===== config.mk =====
export PLATFORM = sky130hd
export DESIGN_NAME = pipe_skid_reg_flat
export DESIGN_NICKNAME = d
export VERILOG_FILES = /design/src/rtl/pipe_skid_reg_if.sv /design/src/rtl/pipe_skid_reg.sv /design/src/flat_wrapper.sv
export SDC_FILE = /design/constraint.sdc
export NUM_CORES = 1
export LEC_CHECK = 0
export ABC_CLOCK_PERIOD_IN_PS = 21900
export CAP_MARGIN = 20
export CORE_UTILIZATION = 40
export DETAILED_ROUTE_END_ITERATION = 8
export MAX_ROUTING_LAYER = met4
export PLACE_DENSITY = 0.67
export SLEW_MARGIN = 25
export SYNTH_ARGS = -nofsm -noshare
export SYNTH_HDL_FRONTEND = slang
export SYNTH_SLANG_ARGS = --single-unit

===== constraint.sdc =====
create_clock -name clk -period 21.9 [get_ports clk]
set_clock_uncertainty 0.1 [all_clocks]
set_input_delay 4.38 -clock clk [delete_from_list [all_inputs] [get_ports clk]]
set_output_delay 4.38 -clock clk [all_outputs]
set_load 0.02 [all_outputs]

===== src/rtl/pipe_skid_reg_if.sv =====
// Handshake bundle for pipe_skid_reg.
// Carries the upstream side (in_valid/in_ready/in_ctrl/in_data), the flush
// request, and the downstream side (out_valid/out_ready/out_ctrl/out_data).
//   slave  : the skid register itself
//   master : the environment (upstream + downstream stages)
interface pipe_skid_reg_if #(
  parameter int unsigned DATA_W = 192,
  parameter int unsigned CTRL_W = 8
);
  logic              in_valid;
  logic              in_ready;
  logic [CTRL_W-1:0] in_ctrl;
  logic [DATA_W-1:0] in_data;
  logic              flush;
  logic              out_valid;
  logic              out_ready;
  logic [CTRL_W-1:0] out_ctrl;
  logic [DATA_W-1:0] out_data;

  modport slave (
    input  in_valid, in_ctrl, in_data, flush, out_ready,
    output in_ready, out_valid, out_ctrl, out_data
  );

  modport master (
    output in_valid, in_ctrl, in_data, flush, out_ready,
    input  in_ready, out_valid, out_ctrl, out_data
  );
endinterface


===== src/rtl/pipe_skid_reg.sv =====
// Two-slot skid pipeline register between two instruction pipeline stages.
// The main slot drives the outputs; the skid slot absorbs one instruction when
// downstream stalls, so in_ready depends only on registered state.
// Ports:
//   clk        - clock, rising edge
//   reset      - asynchronous active-high reset
//   bus        - pipe_skid_reg_if.slave: in_* upstream handshake, flush,
//                out_* downstream handshake
//   stall_cnt  - (PIPE_SKID_REG_PERF_EN only) cycles with out_valid & !out_ready
//   bubble_cnt - (PIPE_SKID_REG_PERF_EN only) cycles with !out_valid & out_ready
// Optional feature macro: PIPE_SKID_REG_PERF_EN adds the saturating counters.
module pipe_skid_reg #(
  parameter int unsigned DATA_W = 192,
  parameter int unsigned CTRL_W = 8
) (
  input  logic               clk,
  input  logic               reset,
  pipe_skid_reg_if.slave     bus
`ifdef PIPE_SKID_REG_PERF_EN
  ,
  output logic [31:0]        stall_cnt,
  output logic [31:0]        bubble_cnt
`endif
);

  typedef enum logic [1:0] {StEmpty, StOne, StFull} state_e;

  state_e            state_q;
  logic [CTRL_W-1:0] main_ctrl_q, skid_ctrl_q;
  logic [DATA_W-1:0] main_data_q, skid_data_q;
  logic              in_fire, out_fire;

  // in_ready masked by reset so nothing is accepted while reset is held.
  assign bus.in_ready  = (state_q != StFull) & ~reset;
  assign bus.out_valid = (state_q != StEmpty);
  assign bus.out_ctrl  = main_ctrl_q;
  assign bus.out_data  = main_data_q;

  assign in_fire  = bus.in_valid & bus.in_ready;
  assign out_fire = bus.out_valid & bus.out_ready;

  always_ff @(posedge clk or posedge reset) begin
    if (reset) begin
      state_q     <= StEmpty;
      main_ctrl_q <= '0;
      main_data_q <= '0;
      skid_ctrl_q <= '0;
      skid_data_q <= '0;
    end else if (bus.flush) begin
      // Squash everything; main_data is left as-is (don't-care on a bubble).
      state_q     <= StEmpty;
      main_ctrl_q <= '0;
      skid_ctrl_q <= '0;
    end else begin
      case (state_q)
        StEmpty: begin
          if (in_fire) begin
            main_ctrl_q <= bus.in_ctrl;
            main_data_q <= bus.in_data;
            state_q     <= StOne;
          end
        end
        StOne: begin
          if (in_fire && out_fire) begin
            main_ctrl_q <= bus.in_ctrl;
            main_data_q <= bus.in_data;
          end else if (in_fire) begin
            skid_ctrl_q <= bus.in_ctrl;
            skid_data_q <= bus.in_data;
            state_q     <= StFull;
          end else if (out_fire) begin
            main_ctrl_q <= '0;  // bubble: control bits forced low
            state_q     <= StEmpty;
          end
        end
        StFull: begin
          if (out_fire) begin
            main_ctrl_q <= skid_ctrl_q;
            main_data_q <= skid_data_q;
            state_q     <= StOne;
          end
        end
        default: begin
          state_q     <= StEmpty;
          main_ctrl_q <= '0;
        end
      endcase
    end
  end

`ifdef PIPE_SKID_REG_PERF_EN
  // Saturating counters; only reset clears them, flush has no effect.
  always_ff @(posedge clk or posedge reset) begin
    if (reset) begin
      stall_cnt  <= '0;
      bubble_cnt <= '0;
    end else begin
      if (bus.out_valid && !bus.out_ready && (stall_cnt != 32'hFFFF_FFFF)) begin
        stall_cnt <= stall_cnt + 32'd1;
      end
      if (!bus.out_valid && bus.out_ready && (bubble_cnt != 32'hFFFF_FFFF)) begin
        bubble_cnt <= bubble_cnt + 32'd1;
      end
    end
  end
`endif

endmodule


===== src/flat_wrapper.sv =====
// flat-port wrapper written by rule: the top's interface ports become plain ports
module pipe_skid_reg_flat 
#(
  parameter int unsigned DATA_W = 192,
  parameter int unsigned CTRL_W = 8
)
  (clk, reset, bus_in_valid, bus_in_ctrl, bus_in_data, bus_flush, bus_out_ready, bus_in_ready, bus_out_valid, bus_out_ctrl, bus_out_data);
  pipe_skid_reg_if #(.DATA_W(DATA_W), .CTRL_W(CTRL_W)) bus_i ();
  input  logic clk;
  input  logic reset;
  input wire logic [$bits(bus_i.in_valid)-1:0] bus_in_valid;
  input wire logic [$bits(bus_i.in_ctrl)-1:0] bus_in_ctrl;
  input wire logic [$bits(bus_i.in_data)-1:0] bus_in_data;
  input wire logic [$bits(bus_i.flush)-1:0] bus_flush;
  input wire logic [$bits(bus_i.out_ready)-1:0] bus_out_ready;
  output wire logic [$bits(bus_i.in_ready)-1:0] bus_in_ready;
  output wire logic [$bits(bus_i.out_valid)-1:0] bus_out_valid;
  output wire logic [$bits(bus_i.out_ctrl)-1:0] bus_out_ctrl;
  output wire logic [$bits(bus_i.out_data)-1:0] bus_out_data;
  assign bus_i.in_valid = bus_in_valid;
  assign bus_i.in_ctrl = bus_in_ctrl;
  assign bus_i.in_data = bus_in_data;
  assign bus_i.flush = bus_flush;
  assign bus_i.out_ready = bus_out_ready;
  assign bus_in_ready = bus_i.in_ready;
  assign bus_out_valid = bus_i.out_valid;
  assign bus_out_ctrl = bus_i.out_ctrl;
  assign bus_out_data = bus_i.out_data;
  pipe_skid_reg #(.DATA_W(DATA_W), .CTRL_W(CTRL_W)) u_core (.clk(clk), .reset(reset), .bus(bus_i));
endmodule

# == Word-level counts from Yosys, hierarchy flattened ==
# Cells that the tools add are included.
# totals
ff_bits,402
latchBits,0
ram_bits,0
rom_bits,0
in_bits,205
out_inout_bits,202
word_cells,56
memories,0
# op_classes
addsub,0
multipliers,0
div_mod_pow,0
magnitude_cmp,0
eq_ne,13
shift,0
mux,21
bitwise,6
n_reduce_logical,11
# ops
cell,n
$mux 192,3
$pmux 192 s3,1
$mux 8,9
$pmux 8 s3,1
$mux 2,6
$reduce_and 4->1,3
$ne 4x2->1 const B,2
$ne 2x1->1 const B,3
$ne 3x2->1 const B,2
$pmux 2 s3,1
$reduce_bool 2->1,3
$reduce_and 5->1,1
$ne 2x2->1 const B,2
$ne 4x4->1 const B,1
$and 1x1->1,3
$ne 3x3->1 const B,1
$not 1->1,3
$reduce_and 3->1,1
$reduce_bool 3->1,1
$eq 2x1->1 const B,1
$eq 2x2->1 const B,1
$logic_not 2->1,1
$logic_and 1x1->1,1

# == Logic depth before layout (Yosys ltp) ==
# Gate-level depths: netlist of run 1.
# depth
depth_word,7
ltp_mapped,8
ltp_nobuf,4

# == Worst setup path after synthesis of run 1 ==
# No wires, ideal clock.
# synth_timing
path_type,in2out
from,in reset
to,out bus_in_ready
arrival_ns,4.673
t_required_ns,17.420
slack_ns,12.747
path_stages,1
n_path_buf,0
path_cell_list,nor2_1
# synth_between
elab_chain_len,2
# synth_rtl
item,line,rtl
"start, declared",flat_wrapper.sv:10,input logic reset;
$not 1->1,pipe_skid_reg.sv:34,assign bus.in_ready = (state_q != StFull) & ~reset;
$and 1x1->1,pipe_skid_reg.sv:34,
"end, declared",flat_wrapper.sv:16,output wire logic [$bits(bus_i.in_ready)-1:0] bus_in_ready;
# No other way between the ends.

# == Worst setup path in the final report of run 1 ==
# Same ends and word-level chain as after synthesis.

==> results of run 1 <==
cell usage after synthesis (all sizes together):
master     n  area [sq um]
dfrtp    402         10100
nand2    385          1450
nor2     194           728
a31oi    192          1200
mux2     192          2160
buf       63           364
clkbuf    52           195
a22o      16           140
mux2i      9          90.1
o2bb2ai    8          70.1
a21oi      4          20.0
nand2b     3          18.8
inv        2          7.51
nor2b      2          12.5
a211o      1          8.76
and2       1          6.26
and3b      1          8.76
nor3       1          5.00
nor3b      1          7.51
nor4       1          6.26
o21ai      1          5.00
o22a       1          8.76
o32ai      1          27.5
or2        1          6.26
or3b       1          8.76
stage by stage:
step	cell area, sq um	utilization	instances	power (mW)	setup slack (ps)
global placement	20900	0.511	2372	1.45	11690
detailed placement	20900	0.511	2372	1.47	11710
finish	22500	0.550	2458	2.22	11710
floorplan	16600	-	1535	1.22	6240
global route	22500	0.549	2457	2.32	11670
CTS	22500	0.549	2455	2.24	11700
power by group:
| group | total (mW) | leakage (nW) | switching (mW) | internal (mW) |
|---|---|---|---|---|
| Sequential | 0.967 | 4.86 | 0.0793 | 0.887 |
| Combinational | 0.483 | 4.12 | 0.232 | 0.251 |
| Clock | 0.769 | 0.770 | 0.306 | 0.462 |
path summary, 6_finish.rpt:
check                                                       to  slack (ps)  depth (start not counted)
max                                               bus_in_ready       11710                          3
min                        u_core.skid_data_q[100]$_DFFE_PP0P_         400                          1
max reg2reg                u_core.bus.out_data[17]$_DFFE_PP0P_       18140                          6
min reg2reg                u_core.skid_data_q[100]$_DFFE_PP0P_         400                          1
max in group asynchronous  u_core.bus.out_data[27]$_DFFE_PP0P_       14910                          5
min in group asynchronous    u_core.skid_ctrl_q[4]$_DFFE_PP0P_        4340                          2
sequential cells by signal, indices dropped and copies added, names as in the netlist:
signal,count
u_core.skid_data_q,192
u_core.state_q,2
u_core.skid_ctrl_q,8
u_core.bus.out_ctrl,8
u_core.bus.out_data,192
layout make-up:
class	count	area, sq um
Fill cell	3534	18400
Timing Repair Buffer	420	4200
Clock inverter	17	145
Tap cell	532	666
Sequential cell	402	10100
Antenna cell	3	7.51
Clock buffer	66	1390
Multi-Input combinational cell	1016	6010
Inverter	2	15.0
cell families (layout without fill, tap and decap cells):
group,Yosys count,count (layout)
and+or+nand+nor,591,591
DFF,402,402
AOI/OAI and AO/OA,224,224
muxes,201,201
buffers and inverters,117,505
other,0,3
layout by cell type, fill, tap and decap left out, types with 2 or more instances in the layout:
cell type        synthesis  final
a31oi_1                192    192
nor2_1                 194    194
mux2_2                 192    192
nand2b_1                 3      2
clkbuf_8                 0     14
o2bb2ai_1                8      8
clkinv_2                 0     12
bufinv_16                0      2
nand2_1                385    385
a22o_1                  16     16
mux2i_1                  9      9
clkbuf_16                0     47
clkbuf_1                52      5
buf_6                    0      5
buf_4                   20      8
diode_2                  0      3
clkdlybuf4s50_1          0    406
a21oi_1                  4      4
dfrtp_1                402    402
critical path, cell delays in order:
cell	delay, ps
clkdlybuf4s50_1	550
nor2_1	160
clkdlybuf4s50_1	620
per-layer routing:
layer	wire, um	vias up	part of all wire	track usage
met2	20800	349	0.47	0.323
li1	-	5941	-	-
met5	0	-	0	-
met4	788	0	0.018	0.0559
met1	18600	6315	0.42	0.270
met3	4020	58	0.091	0.0716
==> results.sh, run 1 <==
export IMPL_power_ir_vdd_worst_v=0.0000696
export IMPL_holdBufCountCts=0
export IMPL_grtUsageTotal=0.212
export IMPL_insertion_delay_ps=560
export IMPL_hpwl_mm=27.9
export IMPL_die_area_sq_um=42400
export IMPL_io_pins=407
export IMPL_outcome="finished, final reports clean"
export IMPL_synthMuxAreaShare=0.136
export IMPL_antenna_found_initial=2
export IMPL_cts_clk_slew_worst_paths_ps=60
export IMPL_yosys_warnings=0
export IMPL_placementRows=74
export IMPL_die_y_um=206
export IMPL_crit_start="reset"
export IMPL_worst_hold_slack_ps=404
export IMPL_synth_distinct_cells=27
export IMPL_drtIter0Drc=892
export IMPL_tns_ps=0
export IMPL_syn_nets=1740
export IMPL_io_buffers=406
export IMPL_synth_seq_cells=402
export IMPL_overflow=0
export IMPL_finalWirelength_mm=44.2
export IMPL_timing_max_cap_violations=0
export IMPL_synthesis_area_per_instance_sq_um=10.8
export IMPL_ctsLongestPathBuffers=3
export IMPL_drive_gt1_frac=0.151
export IMPL_clock_fmax_ghz=0.0982
export IMPL_worstPathMaxFanout=5
export IMPL_worstSetupEndpointType="output port"
export IMPL_die_w_um=206
export IMPL_vias=12700
export IMPL_period_needed_ps=10190
export IMPL_final_nets=2092
export IMPL_core_sq_um=40900
export IMPL_setup_viol_count_final=0
export IMPL_cts_sinks=402
export IMPL_grt_pass1_vias=12400
export IMPL_post_route_period_util=0.465
export IMPL_power_density_nw_per_um2=98.7
export IMPL_place_gp_congestion=0.797
export IMPL_critPathKind="in2out"
export IMPL_drtAntennaViolNets=0
export IMPL_synth_simple_area_share=0.136
export IMPL_synthToLayoutAreaGrowth_pct=35.4
export IMPL_cts_buffers=45
export IMPL_critPathLaunchType="input port"
export IMPL_maxSlewViolCount=0
export IMPL_drc=0
export IMPL_hp_start="u_core.skid_data_q[100]$_DFFE_PP0P_"
export IMPL_synthAdderAreaFrac=0
export IMPL_drtPass1Iterations=4
export IMPL_p_leak_nw=9.75
export IMPL_synthesis_area_sq_um=16600
export IMPL_grt_start_max_net_pins=213
export IMPL_start_util=0.406
export IMPL_root_buffer="clkbuf_16"
export IMPL_rsz0062_at_grt="false"
export IMPL_hp_class="reg2reg"
export IMPL_postSynthCellCount=1535
export IMPL_post_cts_resized=0
export IMPL_ys_seq_area_frac=0.606
export IMPL_wire_per_inst_um=18.0
export IMPL_via_per_inst=5.15
export IMPL_cp_required_ps=17420
export IMPL_synth_xor_area_frac=0
export IMPL_grt_pass1_wl_mm=68.8
export IMPL_synth_top_family_by_area="simple AND/OR/NAND/NOR gates"
export IMPL_htreeDepth=2
export IMPL_cp_arrival_ps=5710
export IMPL_tightest_slew_ps=1040
export IMPL_r2r_start="u_core.state_q[1]$_DFFE_PP0P_"
export IMPL_synth_compound_area_share=0.0892
export IMPL_hold_viol=0
export IMPL_cts_tree="built"
export IMPL_relSlewSlack=0.308
export IMPL_cts_setup_buffers=0
No activity file was read; power rests on OpenSTA's default activity.
==> run 2: changes to the inputs <==
--- a/config.mk
+++ b/config.mk
@@ -5,12 +5,12 @@
 export SDC_FILE = /design/constraint.sdc
 export NUM_CORES = 1
 export LEC_CHECK = 0
-export ABC_CLOCK_PERIOD_IN_PS = 21900
+export ABC_CLOCK_PERIOD_IN_PS = 9200
 export CAP_MARGIN = 20
 export CORE_UTILIZATION = 40
 export DETAILED_ROUTE_END_ITERATION = 8
 export MAX_ROUTING_LAYER = met4
-export PLACE_DENSITY = 0.67
+export PLACE_DENSITY = 0.69
 export SLEW_MARGIN = 25
 export SYNTH_ARGS = -nofsm -noshare
 export SYNTH_HDL_FRONTEND = slang
==> constraint.sdc (replaced) <==
create_clock -name clk -period 9.2 [get_ports clk]
set_clock_uncertainty 0.1 [all_clocks]
set_input_delay 1.84 -clock clk [delete_from_list [all_inputs] [get_ports clk]]
set_output_delay 1.84 -clock clk [all_outputs]
set_load 0.02 [all_outputs]
==> run 2 against run 1 <==
  * Hold slack worse by 1.7 ps
  * Power rose by 140%
  * Sequential cell count is the same
  * Sequential share of layout area down 0.12 points
  * Clock-buffer cell count rose by 9
  * Die area did not move
  * Via count up 0.91%
==> results.sh, run 2 (synthesis results as in run 1) <==
export IMPL_outcome="finished, final reports clean"
export IMPL_power_density_nw_per_um2=233
export IMPL_p_int_mw=3.79
export IMPL_drtAntennaViolNets=0
export IMPL_worstPathMaxFanout=5
export IMPL_hpwl_mm=27.5
export IMPL_sw_frac_of_total=0.279
export IMPL_hold_viol=0
export IMPL_power_frac_seq=0.438
export IMPL_cp_required_ps=7260
export IMPL_hp_class="reg2reg"
export IMPL_tightest_slew_ps=1090
export IMPL_holdBufCountCts=0
export IMPL_clkPwrFrac=0.343
export IMPL_timing_max_cap_violations=0
export IMPL_relSlewSlack=0.274
export IMPL_p_switching_mw=1.47
export IMPL_tns_ps=0
export IMPL_mostFrequentLayoutCells="clkdlybuf4s50_1, dfrtp_1, nand2_1"
export IMPL_p_leak_nw=9.74
export IMPL_fillers=3420
export IMPL_cts_buffers=45
export IMPL_overflow=0
export IMPL_power_frac_comb=0.219
export IMPL_reg2reg_slack_ps=5420
export IMPL_die_w_um=206
export IMPL_drive_gt1_frac=0.147
export IMPL_worstSetupEndpointType="output port"
export IMPL_worst_hold_slack_ps=402
export IMPL_cp_slowest_cell="clkdlybuf4s50_1"
export IMPL_post_cts_resized=0
export IMPL_place_gp_congestion=0.795
export IMPL_vias=12800
export IMPL_root_buffer="clkbuf_16"
export IMPL_ctsLongestPathBuffers=3
export IMPL_cp_arrival_ps=3100
export IMPL_via_per_inst=5.19
export IMPL_cts_setup_buffers=0
export IMPL_grt_pass1_wl_mm=68.1
export IMPL_grtUsageTotal=0.210
export IMPL_cts_sinks=402
export IMPL_drtIter0Drc=817
export IMPL_antenna_found_initial=4
export IMPL_crit_path_frequent_cell="clkdlybuf4s50_1"
export IMPL_htreeDepth=2
export IMPL_grt_start_max_net_pins=261
export IMPL_drc=0
export IMPL_final_nets=2094
export IMPL_rsz0062_at_grt="false"
export IMPL_layout_commonest_cell="clkdlybuf4s50_1"
export IMPL_placementRows=74
export IMPL_die_y_um=206
export IMPL_power_ir_vdd_worst_v=0.000122
export IMPL_max_stage_delay_ps=610
export IMPL_io_pins=407
export IMPL_critPathKind="in2out"
export IMPL_critPathLaunchType="input port"
export IMPL_path_cells="clkdlybuf4s50_1 -> nor2_1 -> clkdlybuf4s50_1"
export IMPL_period_needed_ps=5040
export IMPL_clock_fmax_ghz=0.198
export IMPL_worstPathBufferInverterCount=2
export IMPL_insertion_delay_ps=560
export IMPL_synthToLayoutAreaGrowth_pct=35.7
export IMPL_cts_clk_slew_worst_paths_ps=60
export IMPL_maxSlewViolCount=0
export IMPL_die_area_sq_um=42400
export IMPL_setup_viol_count_final=0
export IMPL_cts_tree="built"
export IMPL_post_route_period_util=0.548
export IMPL_io_buffers=406
export IMPL_cp_top_family="buffers and inverters"
export IMPL_wire_per_inst_um=17.9
export IMPL_grt_pass1_vias=12400
export IMPL_core_sq_um=40900
export IMPL_drtPass1Iterations=5
export IMPL_finalWirelength_mm=44.2
export IMPL_start_util=0.406
[run 2: changes by cell type in the layout (fill, tap and decap cells not counted), sizes merged]
cell,change
buf,+2
clkinv,-8
bufinv,-1
diode,+1
clkbuf,+9
clkinvlp,+1
[run 2: worst register-to-register path: stages, from the launching register on]
cell and delay, ps:
dfrtp_1 660, or3b_1 570, nor4_2 310, buf_4 690
buf_4 850, mux2_2 470
[run 2: through the flow]
| stage | util | setup WS (ps) | total power [mW] | std cells | cell area [sq um] |
|---|---|---|---|---|---|
| 2_1_floorplan | - | 1850 | 2.90 | 1535 | 16600 |
| 3_3_place_gp | 0.512 | 3800 | 3.45 | 2371 | 21000 |
| 4_1_cts | 0.549 | 4160 | 5.31 | 2455 | 22500 |
| 6_report | 0.551 | 4160 | 5.26 | 2462 | 22600 |
| 3_5_place_dp | 0.512 | 3770 | 3.49 | 2371 | 21000 |
| 5_1_grt | 0.551 | 4120 | 5.51 | 2462 | 22600 |
[run 2: final cells by class]
| cell class | count | area [sq um] | area share |
|---|---|---|---|
| Clock buffer | 75 | 1410 | 0.0626 |
| Clock inverter | 9 | 87.6 | 0.00388 |
| Inverter | 2 | 11.3 | 0.000499 |
| Timing Repair Buffer | 422 | 4300 | 0.191 |
| Sequential cell | 402 | 10100 | 0.446 |
| Tap cell | 532 | 666 | 0.0295 |
| Multi-Input combinational cell | 1016 | 6010 | 0.266 |
| Antenna cell | 4 | 10.0 | 0.000444 |
[run 2: path summary, 6_finish.rpt]
path / from / to / cells after the start
hold reg to reg: u_core.skid_data_q[176]$_DFFE_PP0P_ / u_core.skid_data_q[176]$_DFFE_PP0P_ / 1
hold / removal: u_core.skid_data_q[176]$_DFFE_PP0P_ / u_core.skid_data_q[176]$_DFFE_PP0P_ / 1
max in group asynchronous: reset / u_core.bus.out_data[55]$_DFFE_PP0P_ / 4
setup / recovery: reset / bus_in_ready / 3
min in group asynchronous: reset / u_core.skid_ctrl_q[6]$_DFFE_PP0P_ / 2
setup reg to reg: u_core.state_q[1]$_DFFE_PP0P_ / u_core.skid_data_q[70]$_DFFE_PP0P_ / 5
[run 2: layer usage]
metal	GRT usage	routed length [um]	up-vias
met4	0.0662	1050	0
met5	-	0	-
met3	0.0640	3700	71
met2	0.320	20700	389
met1	0.267	18700	6365
li1	-	-	5953
[run 2: power by group through the flow]
stage / sequential (mW) / clock (mW) / combinational (mW)
6_report: 2.30 / 1.80 / 1.15
5_1_grt: 2.35 / 1.92 / 1.24
4_1_cts: 2.30 / 1.85 / 1.16
3_5_place_dp: 2.33 / 0 / 1.16
3_3_place_gp: 2.31 / 0 / 1.13
2_1_floorplan: 2.50 / 0 / 0.395
==> run 3: changes to the inputs <==
--- a/config.mk
+++ b/config.mk
@@ -5,12 +5,12 @@
 export SDC_FILE = /design/constraint.sdc
 export NUM_CORES = 1
 export LEC_CHECK = 0
-export ABC_CLOCK_PERIOD_IN_PS = 9200
+export ABC_CLOCK_PERIOD_IN_PS = 5060
 export CAP_MARGIN = 20
 export CORE_UTILIZATION = 40
 export DETAILED_ROUTE_END_ITERATION = 8
 export MAX_ROUTING_LAYER = met4
-export PLACE_DENSITY = 0.69
+export PLACE_DENSITY = 0.67
 export SLEW_MARGIN = 25
 export SYNTH_ARGS = -nofsm -noshare
 export SYNTH_HDL_FRONTEND = slang
==> constraint.sdc (replaced) <==
create_clock -name clk -period 5.06 [get_ports clk]
set_clock_uncertainty 0.1 [all_clocks]
set_input_delay 1.012 -clock clk [delete_from_list [all_inputs] [get_ports clk]]
set_output_delay 1.012 -clock clk [all_outputs]
set_load 0.02 [all_outputs]
==> run 3 against run 2 <==
  * Sequential cell count did not move
  * Non-clock buffer count decreased by 2
  * Final cell count decreased by 0.41%
  * Combinational power rose by 82%
  * Via count decreased by 1.3%
  * Die area unchanged
  * Critical path depth unchanged
  * Clock power increased by 83%
  * Clock-buffer cell count down 6
  * Worst setup slack worse by 2500 ps
  * Critical path type is now reg2out
  * Largest power group unchanged
==> results.sh, run 3 (synthesis results as in run 1) <==
export IMPL_grt_met1_usage=0.268
export IMPL_post_route_period_util=0.680
export IMPL_grtUsageTotal=0.212
export IMPL_placementRows=74
export IMPL_die_area_sq_um=42400
export IMPL_cts_sinks=402
export IMPL_drtIter0Drc=812
export IMPL_whs_endpoint="u_core.skid_data_q[151]$_DFFE_PP0P_"
export IMPL_worst_hold_slack_ps=404
export IMPL_cts_setup_buffers=0
export IMPL_final_util=0.550
export IMPL_maxSlewViolCount=0
export IMPL_p_leak_nw=9.71
export IMPL_grt_pass1_vias=12500
export IMPL_hp_class="reg2reg"
export IMPL_via_per_inst=5.14
export IMPL_cts_tree="built"
export IMPL_overflow=0
export IMPL_power_ir_vdd_worst_v=0.000305
export IMPL_drive_gt1_frac=0.144
export IMPL_post_cts_resized=0
export IMPL_place_gp_congestion=0.786
export IMPL_synthToLayoutAreaGrowth_pct=35.4
export IMPL_hold_viol=0
export IMPL_final_nets=2092
export IMPL_worstPathMaxFanout=17
export IMPL_period_needed_ps=3440
export IMPL_place_inst=2372
export IMPL_insertion_delay_ps=560
export IMPL_cp_arrival_ps=2330
export IMPL_cts_buffers=45
export IMPL_tightest_slew_ps=1330
export IMPL_cts_clk_slew_worst_paths_ps=60
export IMPL_outcome="finished, final reports clean"
export IMPL_wire_per_inst_um=18.0
export IMPL_hpwl_mm=27.4
export IMPL_r2r_end="u_core.bus.out_data[65]$_DFFE_PP0P_"
export IMPL_io_buffers=406
export IMPL_holdBufCountCts=0
export IMPL_worstSetupEndpointType="output port"
export IMPL_start_util=0.406
export IMPL_reg2reg_slack_ps=1970
export IMPL_rsz0062_at_grt="false"
export IMPL_core_sq_um=40900
export IMPL_mostFrequentLayoutCells="clkdlybuf4s50_1, dfrtp_1, nand2_1"
export IMPL_vias=12600
export IMPL_grt_pass1_wl_mm=68.5
export IMPL_crit_start="u_core.state_q[1]$_DFFE_PP0P_"
export IMPL_regArea_sq_um=10100
export IMPL_drtPass1Iterations=5
export IMPL_io_pins=407
export IMPL_dpl_worst_slack_ps=1260
export IMPL_relSlewSlack=0.110
export IMPL_critPathLaunchType="register"
export IMPL_multi_input_area_sq_um=6010
export IMPL_timing_max_cap_violations=0
export IMPL_clock_fmax_ghz=0.291
export IMPL_hp_start="u_core.skid_data_q[151]$_DFFE_PP0P_"
export IMPL_finalWirelength_mm=44.2
export IMPL_hold_depth=1
export IMPL_r2r_start="u_core.state_q[1]$_DFFE_PP0P_"
export IMPL_fillers=3548
export IMPL_ctsLongestPathBuffers=3
export IMPL_root_buffer="clkbuf_16"
export IMPL_fin_ws_ps=1620
export IMPL_drtAntennaViolNets=0
export IMPL_grt_start_max_net_pins=195
export IMPL_drc=0
export IMPL_r2r_worst_path_cells=5
export IMPL_layout_commonest_cell="clkdlybuf4s50_1"
export IMPL_grt_use_met3=0.0751
export IMPL_antenna_found_initial=2
export IMPL_busiest_layer="met2"
export IMPL_cp_required_ps=3950
export IMPL_die_y_um=206
export IMPL_htreeDepth=2
export IMPL_power_density_nw_per_um2=426
export IMPL_critPathKind="reg2out"
export IMPL_met2_usage=0.315
export IMPL_setup_viol_count_final=0
export IMPL_final_cells=2452
export IMPL_die_w_um=206
-- run 3: worst max-delay path by stage --
stage | end | cells past startpoint | slack [ps]
2_1_floorplan | u_core.bus.out_ctrl[0]$_DFFE_PP0P_ | 1 | -1470
6_report | bus_in_ready | 3 | 1620
3_5_place_dp | u_core.skid_data_q[148]$_DFFE_PP0P_ | 5 | 1260
5_1_grt | bus_in_ready | 3 | 1530
3_3_place_gp | u_core.skid_data_q[12]$_DFFE_PP0P_ | 5 | 1260
4_1_cts | bus_in_ready | 3 | 1580
-- run 3: power breakdown --
part,switching (mW),internal (mW)
clock,1.31,1.99
sequential,0.346,3.84
combinational,0.997,1.09
total,2.65,6.92
-- run 3: area by class of cell --
cell class,instances,share of cell area
diodes,4,0.000445
clock buffers,69,0.0604
clock inverters,7,0.00534
inverters,2,0.000500
multi-input cells,1016,0.267
flip-flops and latches,402,0.447
well taps,532,0.0296
repair buffers,420,0.190
-- run 3: through the flow --
| step | total power [mW] | instance area [sq um] | TNS, ps |
|---|---|---|---|
| 5_1_grt | 10.0 | 22500 | 0 |
| 4_1_cts | 9.69 | 22500 | 0 |
| 3_5_place_dp | 6.34 | 21000 | 0 |
| 6_report | 9.58 | 22500 | 0 |
| 3_3_place_gp | 6.27 | 21000 | 0 |
| 2_1_floorplan | 5.27 | 16600 | -589230 |
-- run 3: routing by layer --
layer	share of wire	up-vias
li1	-	5937
met1	0.43	6214
met2	0.45	387
met3	0.095	75
met4	0.026	0
met5	0	-
-- run 3: critical path, cell delays in order, from the launching register on --
cell and delay, ps:
dfrtp_1 820, nor2b_4 350, nor2_1 60, clkdlybuf4s50_1 540
